## src/rtl/resumption_ctx_scheduler_if.sv

```systemverilog
// Requester-side bundle of the resumption context scheduler.
// Handshake: per requester i, a step is accepted in the cycle where
// req_valid[i] && req_ready[i]. req_ready is a one-hot combinational pulse
// that is only raised towards a requester already presenting req_valid, and
// req_data[i] is sampled in that same cycle. rsp_valid is a one-hot, single-cycle
// pulse with no backpressure. rsp_data/rsp_done qualify it.
interface resumption_ctx_scheduler_if #(
  parameter int NUM_REQ = 4
);
  logic [NUM_REQ-1:0] req_valid;
  logic [NUM_REQ-1:0] req_data;
  logic [NUM_REQ-1:0] req_ready;
  logic [NUM_REQ-1:0] rsp_valid;
  logic               rsp_data;
  logic               rsp_done;
  logic [NUM_REQ-1:0] ctx_clear;

  // Requester side drives requests and clears.
  modport master (
    output req_valid, req_data, ctx_clear,
    input  req_ready, rsp_valid, rsp_data, rsp_done
  );

  // Scheduler side.
  modport slave (
    input  req_valid, req_data, ctx_clear,
    output req_ready, rsp_valid, rsp_data, rsp_done
  );
endinterface

```

## src/rtl/resumption_ctx_scheduler.sv

```systemverilog
// Shares one combinational single-step resumption device among NUM_REQ
// requesters. One saved tag per requester. Each grant runs exactly one device
// step against that requester's context (ARB -> STEP -> RESP).
module resumption_ctx_scheduler #(
  parameter int                NUM_REQ  = 4,
  parameter int                TAG_W    = 4,
  parameter logic [TAG_W-1:0]  TAG_INIT = 'h8
) (
  input  logic                        clk,
  input  logic                        rst,
  resumption_ctx_scheduler_if.slave   req_if,
  output logic                        dev_in,
  output logic [TAG_W-1:0]            dev_tag,
  input  logic                        dev_out,
  input  logic                        dev_cont,
  input  logic [TAG_W-1:0]            dev_tag_next,
  output logic                        busy,
  output logic [$clog2(NUM_REQ)-1:0]  grant_idx,
  output logic [1:0]                  dbg_state
);

  localparam int IDX_W = $clog2(NUM_REQ);

  typedef enum logic [1:0] {
    S_ARB  = 2'd0,
    S_STEP = 2'd1,
    S_RESP = 2'd2
  } state_t;

  state_t             state_q, state_d;
  logic [IDX_W-1:0]   last_grant_q;
  logic [IDX_W-1:0]   grant_idx_q;
  logic               data_bit_q;
  logic               rsp_data_q;
  logic               rsp_done_q;
  logic [TAG_W-1:0]   ctx_q [NUM_REQ];

  logic               win_found;
  logic [IDX_W-1:0]   win_idx;
  logic [IDX_W-1:0]   cand;
  int                 sum;

  // Round-robin search starting just after the last winner, with wrap.
  always_comb begin
    win_found = 1'b0;
    win_idx   = '0;
    cand      = '0;
    sum       = 0;
    for (int k = 1; k <= NUM_REQ; k++) begin
      sum  = (int'(last_grant_q) + k) % NUM_REQ;
      cand = IDX_W'(sum);
      if (!win_found && req_if.req_valid[cand]) begin
        win_found = 1'b1;
        win_idx   = cand;
      end
    end
  end

  // State register.
  always_ff @(posedge clk or posedge rst) begin
    if (rst) state_q <= S_ARB;
    else     state_q <= state_d;
  end

  // Next-state logic: one accept, one device step, one response.
  always_comb begin
    state_d = state_q;
    case (state_q)
      S_ARB:   if (win_found) state_d = S_STEP;
      S_STEP:  state_d = S_RESP;
      S_RESP:  state_d = S_ARB;
      default: state_d = S_ARB;
    endcase
  end

  // Grant bookkeeping and response capture from the device.
  always_ff @(posedge clk or posedge rst) begin
    if (rst) begin
      last_grant_q <= IDX_W'(NUM_REQ - 1);
      grant_idx_q  <= '0;
      data_bit_q   <= 1'b0;
      rsp_data_q   <= 1'b0;
      rsp_done_q   <= 1'b0;
    end else begin
      if (state_q == S_ARB && win_found) begin
        grant_idx_q  <= win_idx;
        last_grant_q <= win_idx;
        data_bit_q   <= req_if.req_data[win_idx];
      end
      if (state_q == S_STEP) begin
        rsp_data_q <= dev_out;
        rsp_done_q <= ~dev_cont;
      end
    end
  end

  // Saved contexts: a clear beats the step write-back of the same requester.
  always_ff @(posedge clk or posedge rst) begin
    if (rst) begin
      for (int i = 0; i < NUM_REQ; i++) ctx_q[i] <= TAG_INIT;
    end else begin
      for (int i = 0; i < NUM_REQ; i++) begin
        if (req_if.ctx_clear[i]) begin
          ctx_q[i] <= TAG_INIT;
        end else if (state_q == S_STEP && grant_idx_q == IDX_W'(i)) begin
          ctx_q[i] <= dev_cont ? dev_tag_next : TAG_INIT;
        end
      end
    end
  end

  // Output decode; req_ready is held low while reset is asserted.
  always_comb begin
    req_if.req_ready = '0;
    req_if.rsp_valid = '0;
    if (state_q == S_ARB && win_found && !rst)
      req_if.req_ready = NUM_REQ'(1) << win_idx;
    if (state_q == S_RESP)
      req_if.rsp_valid = NUM_REQ'(1) << grant_idx_q;
    req_if.rsp_data = rsp_data_q;
    req_if.rsp_done = rsp_done_q;
    dev_in    = (state_q == S_STEP) ? data_bit_q : 1'b0;
    dev_tag   = ctx_q[grant_idx_q];
    busy      = (state_q != S_ARB);
    grant_idx = grant_idx_q;
    dbg_state = state_q;
  end

endmodule

```

## src/flat_wrapper.sv

```systemverilog
// flat-port wrapper written by rule: the top's interface ports become plain ports
module resumption_ctx_scheduler_flat 
#(
  parameter int                NUM_REQ  = 4,
  parameter int                TAG_W    = 4,
  parameter logic [TAG_W-1:0]  TAG_INIT = 'h8
)
  (clk, rst, dev_in, dev_tag, dev_out, dev_cont, dev_tag_next, busy, grant_idx, dbg_state, req_if_req_valid, req_if_req_data, req_if_ctx_clear, req_if_req_ready, req_if_rsp_valid, req_if_rsp_data, req_if_rsp_done);
  resumption_ctx_scheduler_if #(.NUM_REQ(NUM_REQ)) req_if_i ();
  input  logic clk;
  input  logic rst;
  output logic dev_in;
  output logic [TAG_W-1:0] dev_tag;
  input  logic dev_out;
  input  logic dev_cont;
  input  logic [TAG_W-1:0] dev_tag_next;
  output logic busy;
  output logic [$clog2(NUM_REQ)-1:0] grant_idx;
  output logic [1:0] dbg_state;
  input wire logic [$bits(req_if_i.req_valid)-1:0] req_if_req_valid;
  input wire logic [$bits(req_if_i.req_data)-1:0] req_if_req_data;
  input wire logic [$bits(req_if_i.ctx_clear)-1:0] req_if_ctx_clear;
  output wire logic [$bits(req_if_i.req_ready)-1:0] req_if_req_ready;
  output wire logic [$bits(req_if_i.rsp_valid)-1:0] req_if_rsp_valid;
  output wire logic [$bits(req_if_i.rsp_data)-1:0] req_if_rsp_data;
  output wire logic [$bits(req_if_i.rsp_done)-1:0] req_if_rsp_done;
  assign req_if_i.req_valid = req_if_req_valid;
  assign req_if_i.req_data = req_if_req_data;
  assign req_if_i.ctx_clear = req_if_ctx_clear;
  assign req_if_req_ready = req_if_i.req_ready;
  assign req_if_rsp_valid = req_if_i.rsp_valid;
  assign req_if_rsp_data = req_if_i.rsp_data;
  assign req_if_rsp_done = req_if_i.rsp_done;
  resumption_ctx_scheduler #(.NUM_REQ(NUM_REQ), .TAG_W(TAG_W), .TAG_INIT(TAG_INIT)) u_core (.clk(clk), .rst(rst), .req_if(req_if_i), .dev_in(dev_in), .dev_tag(dev_tag), .dev_out(dev_out), .dev_cont(dev_cont), .dev_tag_next(dev_tag_next), .busy(busy), .grant_idx(grant_idx), .dbg_state(dbg_state));
endmodule
```

## config.mk

```make
export PLATFORM = sky130hd
export DESIGN_NAME = resumption_ctx_scheduler_flat
export DESIGN_NICKNAME = d
export VERILOG_FILES = /design/src/rtl/resumption_ctx_scheduler_if.sv /design/src/rtl/resumption_ctx_scheduler.sv /design/src/flat_wrapper.sv
export SDC_FILE = /design/constraint.sdc
export NUM_CORES = 1
export LEC_CHECK = 0
export BUFFER_PORTS_ARGS = -buffer_cell sky130_fd_sc_hd__buf_2
export CAP_MARGIN = 20
export CORE_MARGIN = 2
export CORE_UTILIZATION = 54
export DETAILED_ROUTE_END_ITERATION = 8
export GPL_TIMING_DRIVEN = 0
export HOLD_SLACK_MARGIN = 0.06
export MAX_ROUTING_LAYER = met4
export PLACE_DENSITY_LB_ADDON = 0.12
export SKIP_LAST_GASP = 1
export SYNTH_ARGS = -nofsm -noshare
export SYNTH_HDL_FRONTEND = slang
export SYNTH_SLANG_ARGS = --single-unit
export TNS_END_PERCENT = 10
```

## constraint.sdc

```tcl
create_clock -name clk -period 3.3 [get_ports clk]
set_input_delay 0.495 -clock clk [delete_from_list [all_inputs] [get_ports clk]]
set_output_delay 0.495 -clock clk [all_outputs]
set_load 0.03 [all_outputs]
```

== Word level (Yosys, flattened, before mapping) ==
Cells that the tools add are included.
Word-level totals
  flip-flop bits (word level): 25
  word-level logic and storage cells: 85
  input port bits: 20
  output and inout bits: 20
Cells by class
  reduce and logical (&&, ||, !) cells: 20
  order comparisons: 6
  bitwise operators: 2
  multiplexer cells: 35
  eq/ne operators: 6
  shift-type cells: 2
  add/sub/neg operators: 4
Operator list (number)
  2-to-1 mux 4 bit: 13
  less-than comparator 2 x 3 -> 1 bit (second input constant): 5
  binary-select mux 1 bit (select 2 bit): 5
  2-to-1 mux 1 bit: 10
  2-to-1 mux 2 bit: 5
  nonzero test 2 bit: 5
  logical AND 1 bit: 9
  binary-select mux 4 bit (select 2 bit): 1
  << shifter 1 x 2 -> 4 bit (first input constant): 2
  equality test 2 bit (second input constant): 3
  adder 2 x 1 -> 2 bit (second input constant): 2
  adder 2 bit (second input constant): 2
  equality test 2 x 1 -> 1 bit (second input constant): 2
  logical NOT 1 bit: 4
  logical NOT 2 bit: 2
  case mux 2 bit (2 select lines): 1
  >= comparator 3 bit (second input constant): 1
  inverter 2 -> 3 bit: 1
  inequality test 2 x 1 -> 1 bit (second input constant): 1
  inverter 1 bit: 1

== Longest topological paths before layout ==
  word-level depth: 16
  gate-level depth with buffers: 6
  gate-level depth less buffers: 6

== Worst setup path after synthesis ==
Ideal clock, no wire load.
  kind: register to output
  from: register u_core.state_q[1] (netlist: u_core.dbg_state[1])
  to: output req_if_req_ready[2]
  path buffers: 0
  required time: 2.805 ns
  setup slack: 0.914 ns
  data arrival time: 1.891 ns
  cell stages (with the launch flop): 5
  cells stage by stage: dfrtp_1 > nor2_1 > o31ai_4 > or2_2 > nor3_1
Between the ends
  longest elaborated chain between the ends: 4
RTL lines
  start: declaration: line resumption_ctx_scheduler.sv:30  | state_t state_q, state_d;
  start signal: assignment: line resumption_ctx_scheduler.sv:62  | else state_q <= state_d;
  logical NOT 2 bit: line resumption_ctx_scheduler.sv:116  | if (state_q == S_ARB && win_found && !rst)
  logical AND 1 bit (2 in a row): line resumption_ctx_scheduler.sv:116
  2-to-1 mux 4 bit: line resumption_ctx_scheduler.sv:116
  end: declaration: line flat_wrapper.sv:23  | output wire logic [$bits(req_if_i.req_ready)-1:0] req_if_req_ready;
Every way passes these cells.

== Final worst setup path ==
  from: register u_core.last_grant_q[1]
  to: output req_if_req_ready[3]
Between the ends
  longest elaborated chain between the ends: 16
  elaborated cells between the ends (all ways): 30
  classes of those cells: 4 x add/sub; 1 x shift; 17 x mux; 8 x reduce/logical
RTL lines
  start: declaration: line resumption_ctx_scheduler.sv:31  | logic [IDX_W-1:0] last_grant_q;
  start signal: assignment: line resumption_ctx_scheduler.sv:79  | last_grant_q <= IDX_W'(NUM_REQ - 1);
  start signal: assignment: line resumption_ctx_scheduler.sv:87  | last_grant_q <= win_idx;
  adder 2 x 1 -> 2 bit: line resumption_ctx_scheduler.sv:50  | sum = (int'(last_grant_q) + k) % NUM_REQ;
  binary-select mux 1 bit (select 2 bit): line resumption_ctx_scheduler.sv:52  | if (!win_found && req_if.req_valid[cand]) begin
  2-to-1 mux 1 bit (implied by the code): line resumption_ctx_scheduler.sv:52
  2-to-1 mux 1 bit: line resumption_ctx_scheduler.sv:52
  logical NOT 1 bit: line resumption_ctx_scheduler.sv:52
  logical AND 1 bit: line resumption_ctx_scheduler.sv:52
  2-to-1 mux 1 bit: line resumption_ctx_scheduler.sv:52
  logical NOT 1 bit: line resumption_ctx_scheduler.sv:52
  logical AND 1 bit: line resumption_ctx_scheduler.sv:52
  2-to-1 mux 1 bit: line resumption_ctx_scheduler.sv:52
  logical NOT 1 bit: line resumption_ctx_scheduler.sv:52
  logical AND 1 bit: line resumption_ctx_scheduler.sv:52
  2-to-1 mux 1 bit: line resumption_ctx_scheduler.sv:52
  logical AND 1 bit (2 in a row): line resumption_ctx_scheduler.sv:116
  2-to-1 mux 4 bit *: line resumption_ctx_scheduler.sv:116
Mark *: on every way between the ends. The rest lies on a longest branch, timed or not. The select of a mux whose other input is x is not followed.

==> reports/summary.txt <==
Buffers on Ports -> 39
M2 GR Usage -> 0.376
final hold violations -> 0
Post-CTS Resized -> 0
worst skew pair latency -> 0.31 ns
Post-synth EDFFs -> 0
Distinct cells, synth -> 31
drc violations -> 0
post-layout min period -> 2.45 ns
syn_area_per_cell -> 10.6 um2
met1 GRT Util -> 0.305
Cells after Synth -> 127
post-DR vias/cell -> 5.31
hold worst-path end -> u_core.ctx_q[6]
Post-CTS Setup Bufs -> 0
routing usage on met3 -> 0.0250
Routed WL -> 2860 um
most common cell in the netlist -> nor2_1
worst endpoint data arrival time -> 1.96 ns
Worst R2R End -> u_core.data_bit_q
Leak Pwr -> 0.777 nW
via count -> 1062
post-synthesis sequential area ratio -> 0.472
vias in the first global route -> 1005
Async S/R FF share, synth -> 1.00
post-synth top area cell -> dfrtp_1
Setup WS pre-CTS -> 1.11 ns
largest net degree at the start of global routing -> 26
layer carrying the most global-route usage -> met2
clk sink count -> 25
hold path depth -> 2
Top FF cell, synth -> dfrtp_1
# H-tree levels -> 1
final slew viol count -> 0
initial antenna violation count -> 0
initial core utilization -> 0.557
Critical Path Sink Type -> primary output
Slew @ Worst Pin -> 0.901 ns
Synth Warn # -> 0
maximum VDD drop -> 0.625 mV
core area -> 2410 um2
Post-CTS Hold Fix Bufs -> 0
setup total negative slack -> 0 ns
Rel. slew slack -> 0.399
global-route wire length before repair -> 4550 um
Final nets -> 191
placed instance area -> 1580 um2
pwr dens -> 766 nW/um2
placed cells -> 196
HP Class -> in -> reg
Final WS setup -> 0.847 ns
root buffer cell -> clkbuf_4
gr usage total -> 0.232
I/O pins -> 40
CTS buffer count -> 3
Synth area leaders -> dfrtp_1 (35%), dfstp_2 (12%), mux2i_1 (10%)
Post-Route Utilization -> 0.665
DIE AREA -> 2900 um2
post-synthesis sequential element count -> 25
Max Clk Rate -> 408 MHz
die width -> 53.9 um
start of the worst register-to-register path -> u_core.last_grant_q[1]
reg2reg path depth -> 5
HP Start -> req_if_ctx_clear[2]
Design Area, Final -> 1600 um2
Synth Cell Area -> 1340 um2
Final setup viols -> 0
drt pass-1 iters -> 4
gpl congestion -> 0.801
Die Y -> 53.9 um
share of the synthesized area in the top cell type -> 0.354
Routed Antenna Nets -> 0
CTS tree -> yes
commonest cells in the netlist -> nor2_1 (22), dfrtp_1 (19), mux2i_1 (14), nand2_1 (14), nand2b_1 (8)
Hold Slack -> 0.347 ns
Area Overhead vs Synth -> 19.4%
drt wl/cell -> 14.3 um
status -> finished, final reports clean
global route overflow -> 0
RSZ-0062 raised after global routing -> false
skew final -> 0.00464 ns
flop-to-flop setup slack -> 1.69 ns
# Max-Cap Violations -> 0
clock slew at reported path FFs -> 0.13 ns
# rows -> 18
Crit Path Class -> reg -> out
antenna fix cells -> 0
DRT iter0 DRCs -> 27
WP data required -> 2.80 ns
Post-Syn Nets -> 147
CP Launch Type -> register
Critical Path Fanout Max -> 7
hpwl dp -> 2320 um
share of cells above drive strength 1 -> 0.412
period utilization -> 0.743
Clock Tree Buf Depth -> 2
Total Power Consumption -> 1.23 mW
Non-Filler Instances -> 200
-- report_power, final --
part	leakage (nW)	internal, mW	switching [mW]
registers	0.315	0.391	0.0551
logic	0.444	0.229	0.420
clock network	0.0177	0.0453	0.0872
total	0.777	0.665	0.563
-- worst max-delay path, cell delays in order (launching register included) --
cell and delay [ns]:
dfstp_2 0.62, and3b_2 0.22, o31ai_4 0.09, or2_2 0.35
nor3b_2 0.16, buf_2 0.21
-- worst max-delay path by stage --
| stage | from | endpoint | slack [ns] | cells past startpoint |
|---|---|---|---|---|
| after floorplan | u_core.dbg_state[1] | req_if_req_ready[2] | 0.91 | 4 |
| after global placement | req_if_req_valid[3] | req_if_req_ready[2] | 1.13 | 6 |
| after global routing | u_core.last_grant_q[1] | req_if_req_ready[3] | 0.72 | 5 |
| after detailed placement | req_if_req_valid[3] | req_if_req_ready[2] | 1.11 | 6 |
| after CTS | u_core.last_grant_q[1] | req_if_req_ready[3] | 0.84 | 5 |
| final | u_core.last_grant_q[1] | req_if_req_ready[3] | 0.85 | 5 |
-- state kept, by name, summed over array words and instances (netlist names) --
signal,cells
u_core.req_if.rsp_done,1
u_core.req_if.rsp_data,1
u_core.last_grant_q,2
u_core.ctx_q,16
u_core.data_bit_q,1
u_core.grant_idx,2
u_core.dbg_state,2
-- layer usage --
| layer | up-vias | part of all wire |
|---|---|---|
| li1 | 521 | - |
| met1 | 491 | 0.46 |
| met2 | 45 | 0.47 |
| met3 | 5 | 0.063 |
| met4 | 0 | 0.012 |
| met5 | - | 0 |
-- cells by family (layout without fill, tap and decap cells) --
group                  after synthesis  after routing  share of synthesized area
AOI/OAI and AO/OA                   12             12                     0.0848
buffers and inverters                6             49                     0.0186
DFF                                 25             25                      0.472
muxes                               19             19                      0.180
and+or+nand+nor                     65             65                      0.245
-- area by class of cell --
class	instances	area, um2
Fill cell	203	807
Multi-Input combinational cell	96	684
Sequential cell	25	633
Timing Repair Buffer	39	195
Tap cell	30	37.5
Clock buffer	3	22.5
Inverter	4	15.0
Buffer	2	10.0
Clock inverter	1	5.00
-- layout by cell type, fill, tap and decap left out, types with 4 or more instances in the layout --
cell type | netlist | routed
buf_2 | 2 | 41
nand2_1 | 14 | 14
dfstp_2 | 6 | 6
o21ai_0 | 4 | 4
nand2b_1 | 8 | 8
nor2_1 | 22 | 22
mux4_2 | 4 | 4
and2_1 | 4 | 4
mux2i_1 | 14 | 14
dfrtp_1 | 19 | 19
Power figures use the tool's default switching activity.
